**src/rtl/pipe_stage_reg.sv**
```systemverilog
// pipe_stage_reg: generic flow-controlled inter-stage register for the RV32I
// pipeline. It provides a valid/ready handshake, a synchronous squash (flush)
// and a saturating stall counter.
// Optional feature macro: PIPE_SKID_EN adds a second (skid) entry so that
// in_ready comes from a flop instead of combinationally from out_ready.
//
// Handshake: a word moves on a port only in a cycle where valid && ready are
// both high at the rising edge; a producer holds valid and data stable until
// that happens, and ready never depends on the same port's valid.
module pipe_stage_reg #(
    parameter int unsigned WIDTH = 32,
    parameter int unsigned CNT_W = 16
) (
    input  logic             clk,
    input  logic             rst,
    input  logic             flush,
    input  logic             in_valid,
    output logic             in_ready,
    input  logic [WIDTH-1:0] in_data,
    output logic             out_valid,
    input  logic             out_ready,
    output logic [WIDTH-1:0] out_data,
    output logic [CNT_W-1:0] stall_count
);

    localparam logic [CNT_W-1:0] CNT_MAX = {CNT_W{1'b1}};

    // Main entry (M): drives the downstream port directly.
    logic             m_valid_q, m_valid_d;
    logic [WIDTH-1:0] m_data_q, m_data_d;
    logic [CNT_W-1:0] stall_q, stall_d;

    logic accept;
    logic emit;

    assign emit        = m_valid_q && out_ready;
    assign accept      = in_valid && in_ready;
    assign out_valid   = m_valid_q;
    assign out_data    = m_data_q;
    assign stall_count = stall_q;

`ifdef PIPE_SKID_EN
    // Skid entry (S): catches the word accepted while M is stalled.
    logic             s_valid_q, s_valid_d;
    logic [WIDTH-1:0] s_data_q, s_data_d;
    logic             in_ready_q, in_ready_d;

    // Registered ready; flush still blocks acceptance in its own cycle.
    assign in_ready = in_ready_q && !flush;

    // Next-state for M/S: refill M from S first, otherwise take the input.
    always_comb begin
        m_valid_d = m_valid_q;
        m_data_d  = m_data_q;
        s_valid_d = s_valid_q;
        s_data_d  = s_data_q;
        if (flush) begin
            m_valid_d = 1'b0;
            s_valid_d = 1'b0;
        end else if (emit && s_valid_q) begin
            // in_ready is low whenever S is full, so no accept here.
            m_valid_d = 1'b1;
            m_data_d  = s_data_q;
            s_valid_d = 1'b0;
        end else if (accept) begin
            if (!m_valid_q || emit) begin
                m_valid_d = 1'b1;
                m_data_d  = in_data;
            end else begin
                s_valid_d = 1'b1;
                s_data_d  = in_data;
            end
        end else if (emit) begin
            m_valid_d = 1'b0;
        end
        in_ready_d = !s_valid_d;
    end

    // Skid entry and registered ready.
    always_ff @(posedge clk or posedge rst) begin
        if (rst) begin
            s_valid_q  <= 1'b0;
            s_data_q   <= '0;
            in_ready_q <= 1'b1;
        end else begin
            s_valid_q  <= s_valid_d;
            s_data_q   <= s_data_d;
            in_ready_q <= in_ready_d;
        end
    end
`else
    // Single entry: accept when empty or when the held word leaves this cycle.
    assign in_ready = !flush && (!m_valid_q || out_ready);

    // Next-state for M: a new word overrides the emit-clear.
    always_comb begin
        m_valid_d = m_valid_q;
        m_data_d  = m_data_q;
        if (flush) begin
            m_valid_d = 1'b0;
        end else if (accept) begin
            m_valid_d = 1'b1;
            m_data_d  = in_data;
        end else if (emit) begin
            m_valid_d = 1'b0;
        end
    end
`endif

    // Stall counter: counts cycles the downstream refused a valid word.
    always_comb begin
        stall_d = stall_q;
        if (m_valid_q && !out_ready && (stall_q != CNT_MAX)) begin
            stall_d = stall_q + CNT_W'(1);
        end
    end

    // Main entry and stall counter registers.
    always_ff @(posedge clk or posedge rst) begin
        if (rst) begin
            m_valid_q <= 1'b0;
            m_data_q  <= '0;
            stall_q   <= '0;
        end else begin
            m_valid_q <= m_valid_d;
            m_data_q  <= m_data_d;
            stall_q   <= stall_d;
        end
    end

endmodule

```
**config.mk**
```make
export PLATFORM = sky130hd
export DESIGN_NAME = pipe_stage_reg
export DESIGN_NICKNAME = d
export VERILOG_FILES = /design/src/rtl/pipe_stage_reg.sv
export SDC_FILE = /design/constraint.sdc
export NUM_CORES = 1
export LEC_CHECK = 0
export ABC_AREA = 0
export CORE_ASPECT_RATIO = 0.5
export CORE_MARGIN = 3
export CORE_UTILIZATION = 38
export DETAILED_ROUTE_END_ITERATION = 7
export HOLD_SLACK_MARGIN = 0.03
export PLACE_DENSITY = 0.74
export SLEW_MARGIN = 20
export SYNTH_ARGS = -nofsm -noshare
export SYNTH_HDL_FRONTEND = slang
export SYNTH_SLANG_ARGS = --single-unit
```
**constraint.sdc**
```tcl
create_clock -name clk -period 1.6 [get_ports clk]
set_input_delay 0.4 -clock clk [delete_from_list [all_inputs] [get_ports clk]]
set_output_delay 0.4 -clock clk [all_outputs]
set_load 0.03 [all_outputs]
```
==> impl_metrics.prom <==
# TYPE chip_impl_metric gauge
chip_impl_metric{name="wire_length_of_the_first_global_routing_pass",unit="um"} 8310
chip_impl_metric{name="syn_inst",unit=""} 146
chip_impl_metric{name="met2_global_route_usage",unit="%"} 29.1
chip_impl_metric{name="timing.max_cap.violations",unit=""} 0
chip_impl_metric{name="max_freq",unit="MHz"} 620
chip_impl_metric{name="synthesis.area",unit="mm2"} 0.00205
chip_impl_metric{name="critical-path-max-stage-delay",unit="ns"} 0.43
chip_impl_metric{name="core",unit="mm2"} 0.00507
chip_impl_metric{name="finalCritPeriodShare",unit="%"} 101
chip_impl_metric{name="drt_wl_total",unit="um"} 5200
chip_impl_metric{name="slew_viol_final",unit=""} 0
chip_impl_info{name="synth_largest_area_cell",value="dfrtp_1"} 1
chip_impl_metric{name="io-pin-count",unit=""} 87
chip_impl_info{name="worstSetupPathType",value="flip-flop to flip-flop"} 1
chip_impl_metric{name="syn-mean-instance-area",unit="um2"} 14.1
chip_impl_metric{name="global_route.usage.total",unit="%"} 17.0
chip_impl_metric{name="fin_nets",unit=""} 296
chip_impl_metric{name="post-route-drc-count",unit=""} 0
chip_impl_metric{name="slew-limit-headroom",unit="%"} 74.9
chip_impl_metric{name="synth_edf_count",unit=""} 0
chip_impl_info{name="rsz0062_at_grt",value="yes"} 1
chip_impl_metric{name="finalHoldViolations",unit=""} 0
chip_impl_metric{name="grt_antenna_before_repair",unit=""} 0
chip_impl_metric{name="area_growth",unit="%"} 69.1
chip_impl_metric{name="pwr_density_cell",unit="mW/mm2"} 1100
chip_impl_metric{name="detail_route.vias_per_cell",unit=""} 4.78
chip_impl_metric{name="grt_overflow",unit=""} 0
chip_impl_metric{name="power_leakage",unit="nW"} 1.65
chip_impl_metric{name="finClkSkew",unit="ns"} 0.00575
chip_impl_info{name="status",value="complete, but fails checks"} 1
chip_impl_info{name="synth_most_common_cell",value="dfrtp_1"} 1
chip_impl_metric{name="critical_path_arrival",unit="ns"} 1.83
chip_impl_info{name="cts-root-buf",value="clkbuf_8"} 1
chip_impl_metric{name="via_count",unit=""} 1572
chip_impl_metric{name="diodes",unit=""} 0
chip_impl_info{name="crit_slowest_cell",value="dfrtp_2"} 1
chip_impl_metric{name="cts_htree_levels",unit=""} 2
chip_impl_metric{name="layout_setup_ws",unit="ns"} -0.0123
chip_impl_info{name="ys_dominant_reg_cell",value="dfrtp_1"} 1
chip_impl_metric{name="setup_violations",unit=""} 1
chip_impl_metric{name="holdWs",unit="ns"} 0.440
chip_impl_metric{name="yosys.area.top_type_share",unit="%"} 59.7
chip_impl_metric{name="worst-path-max-fanout",unit=""} 4
chip_impl_metric{name="rows",unit=""} 18
chip_impl_info{name="synth_top_cells_by_area",value="dfrtp_1, mux2_2, xor2_1"} 1
chip_impl_metric{name="fp.dieW",unit="um"} 110
chip_impl_metric{name="insertion_delay",unit="ns"} 0.31
chip_impl_metric{name="numCtsBuffers",unit=""} 5
chip_impl_metric{name="globalRouteMet3Util",unit="%"} 4.00
chip_impl_metric{name="worstMarginPinSlew",unit="ns"} 0.373
chip_impl_metric{name="start_util",unit="%"} 40.5
chip_impl_metric{name="drive_gt1_share",unit="%"} 41.3
chip_impl_metric{name="finalSetupTns",unit="ns"} -0.0123
chip_impl_metric{name="cts_num_sinks",unit=""} 49
chip_impl_metric{name="grt_start_max_net_pins",unit=""} 32
chip_impl_metric{name="report.power.total",unit="mW"} 3.84
chip_impl_metric{name="critical_path_required",unit="ns"} 1.82
chip_impl_metric{name="yosysSeqAreaShare",unit="%"} 59.7
chip_impl_metric{name="finalWeightedCongestion",unit=""} 0.779
chip_impl_metric{name="die_h",unit="um"} 58.0
chip_impl_metric{name="route.antenna.remaining_nets",unit=""} 0
chip_impl_info{name="critical_path.cell_chain",value="ha_4, nand3_4, or2_4, buf_4, nor4b_4, xor2_1"} 1
chip_impl_metric{name="first_global_vias",unit=""} 1669
chip_impl_info{name="setup_crit_end_kind",value="flip-flop"} 1
chip_impl_metric{name="port_buffers",unit=""} 86
chip_impl_metric{name="yosysUniqueCellTypes",unit=""} 30
chip_impl_metric{name="drt_pass1_iterations",unit=""} 4
chip_impl_info{name="critPathLaunchType",value="flip-flop"} 1
chip_impl_metric{name="first_iter_violations",unit=""} 20
chip_impl_info{name="commonest_cells_post_synth",value="dfrtp_1, mux2_2, xor2_1"} 1
chip_impl_info{name="min_path_type",value="input pin to async pin"} 1
chip_impl_info{name="cts_tree",value="built"} 1
chip_impl_info{name="violations",value="setup timing"} 1
chip_impl_metric{name="power.ir.vdd_worst",unit="mV"} 1.20
chip_impl_metric{name="syn-num-nets",unit=""} 184
chip_impl_metric{name="cts-root-to-sink-buffers",unit=""} 2
chip_impl_metric{name="fin_crit",unit="ns"} 1.61
chip_impl_metric{name="clk_pin_slew",unit="ns"} 0.09
chip_impl_info{name="busiest_layer",value="met2"} 1
chip_impl_metric{name="post_cts_hold_buffer_count",unit=""} 0
chip_impl_metric{name="dp_hpwl",unit="um"} 3780
chip_impl_metric{name="synth_seq_cells",unit=""} 49
chip_impl_metric{name="grt_use_met1",unit="%"} 20.8
chip_impl_metric{name="final_core_utilization",unit="%"} 68.6
chip_impl_metric{name="die_footprint",unit="mm2"} 0.00638
chip_impl_metric{name="routed_wire_length_per_instance",unit="um"} 15.8
chip_impl_metric{name="yosysWarnings",unit=""} 0
chip_impl_metric{name="fraction_of_synthesis_flops_using_an_asynchronous_set_or_reset_pin",unit="%"} 100
state kept, by name, summed over array words and instances (netlist names):
signal and flops:
stall_count 16, out_valid 1, out_data 32
layout make-up:
| class | count | area [um2] |
|---|---|---|
| fillers | 394 | 1590 |
| clock inverters | 3 | 43.8 |
| flip-flops and latches | 49 | 1240 |
| well taps | 70 | 87.6 |
| inverters | 2 | 7.51 |
| multi-input cells | 90 | 1010 |
| clock buffers | 5 | 68.8 |
| repair buffers | 110 | 1010 |
per-stage QoR:
step / instance area [um2] / setup slack [ns] / cells
2_1_floorplan: 2270 / -0.134 / 146
3_3_place_gp: 3330 / -0.393 / 317
3_5_place_dp: 3330 / -0.437 / 317
4_1_cts: 3450 / 0.00131 / 330
5_1_grt: 3470 / -0.0861 / 329
6_report: 3470 / -0.0123 / 329
logic make-up after synthesis:
kind of cell	count (synthesis)	synth area share, %
xor+xnor	14	5.97
fa+ha+maj	1	0.609
buf+inv	7	1.52
flops	49	59.7
mux	34	18.8
simple gates	41	13.4
final timing paths:
path,start,endpoint,slack (ns),cells past startpoint
worst min register to register,stall_count[11],stall_count[11],0.49,1
worst max register to register,stall_count[0],stall_count[10],-0.01,6
worst min-delay path,rst,stall_count[12],0.44,3
min in group clk,flush,out_valid,0.44,2
worst max-delay path,stall_count[0],stall_count[10],-0.01,6
max in group asynchronous,rst,out_data[5],0.82,3
worst max-delay path, delay by kind of cell (launching register included):
family | cells | cell delay, ns
and+or+nand+nor | 3 | 0.59
DFF | 1 | 0.43
xor gates and xnor gates | 1 | 0.18
adders and majority gates | 1 | 0.16
buffers and inverters | 1 | 0.16
power by group:
group	total, mW	switching, mW	leakage, nW	internal (mW)
logic	1.30	0.688	1.02	0.616
registers	1.63	0.182	0.578	1.45
clock network	0.900	0.431	0.0585	0.469
total	3.84	1.30	1.65	2.53
layout by cell type (no fill, tap or decap), drive strengths merged:
cell           count
and2               1
xnor2              1
nor4               4
nor2b              1
and3b              1
dlygate4sd2       43
clkinv             1
xor2              13
clkdlybuf4s50     34
and4               2
and4bb             1
nor3               7
mux2              34
ha                 1
clkdlybuf4s15      5
nand4              3
clkbuf             7
nand4b             1
nor4b              1
or2                1
nand3              5
dfrtp             49
bufinv             1
nand2b             1
buf               26
nor2               6
inv                3
and3               1
nand2              4
nor3b              1
routing by layer:
layer	up-vias	wire, um
met4	0	92
met5	-	0
li1	736	-
met1	801	2120
met3	7	195
met2	28	2780
timing repair:
item	CTS	global route
pin swaps	1	7
buffers inserted	5	0
setup endpoints to repair	56	15
resized for setup	65	12
(Power assumes the default switching activity.)
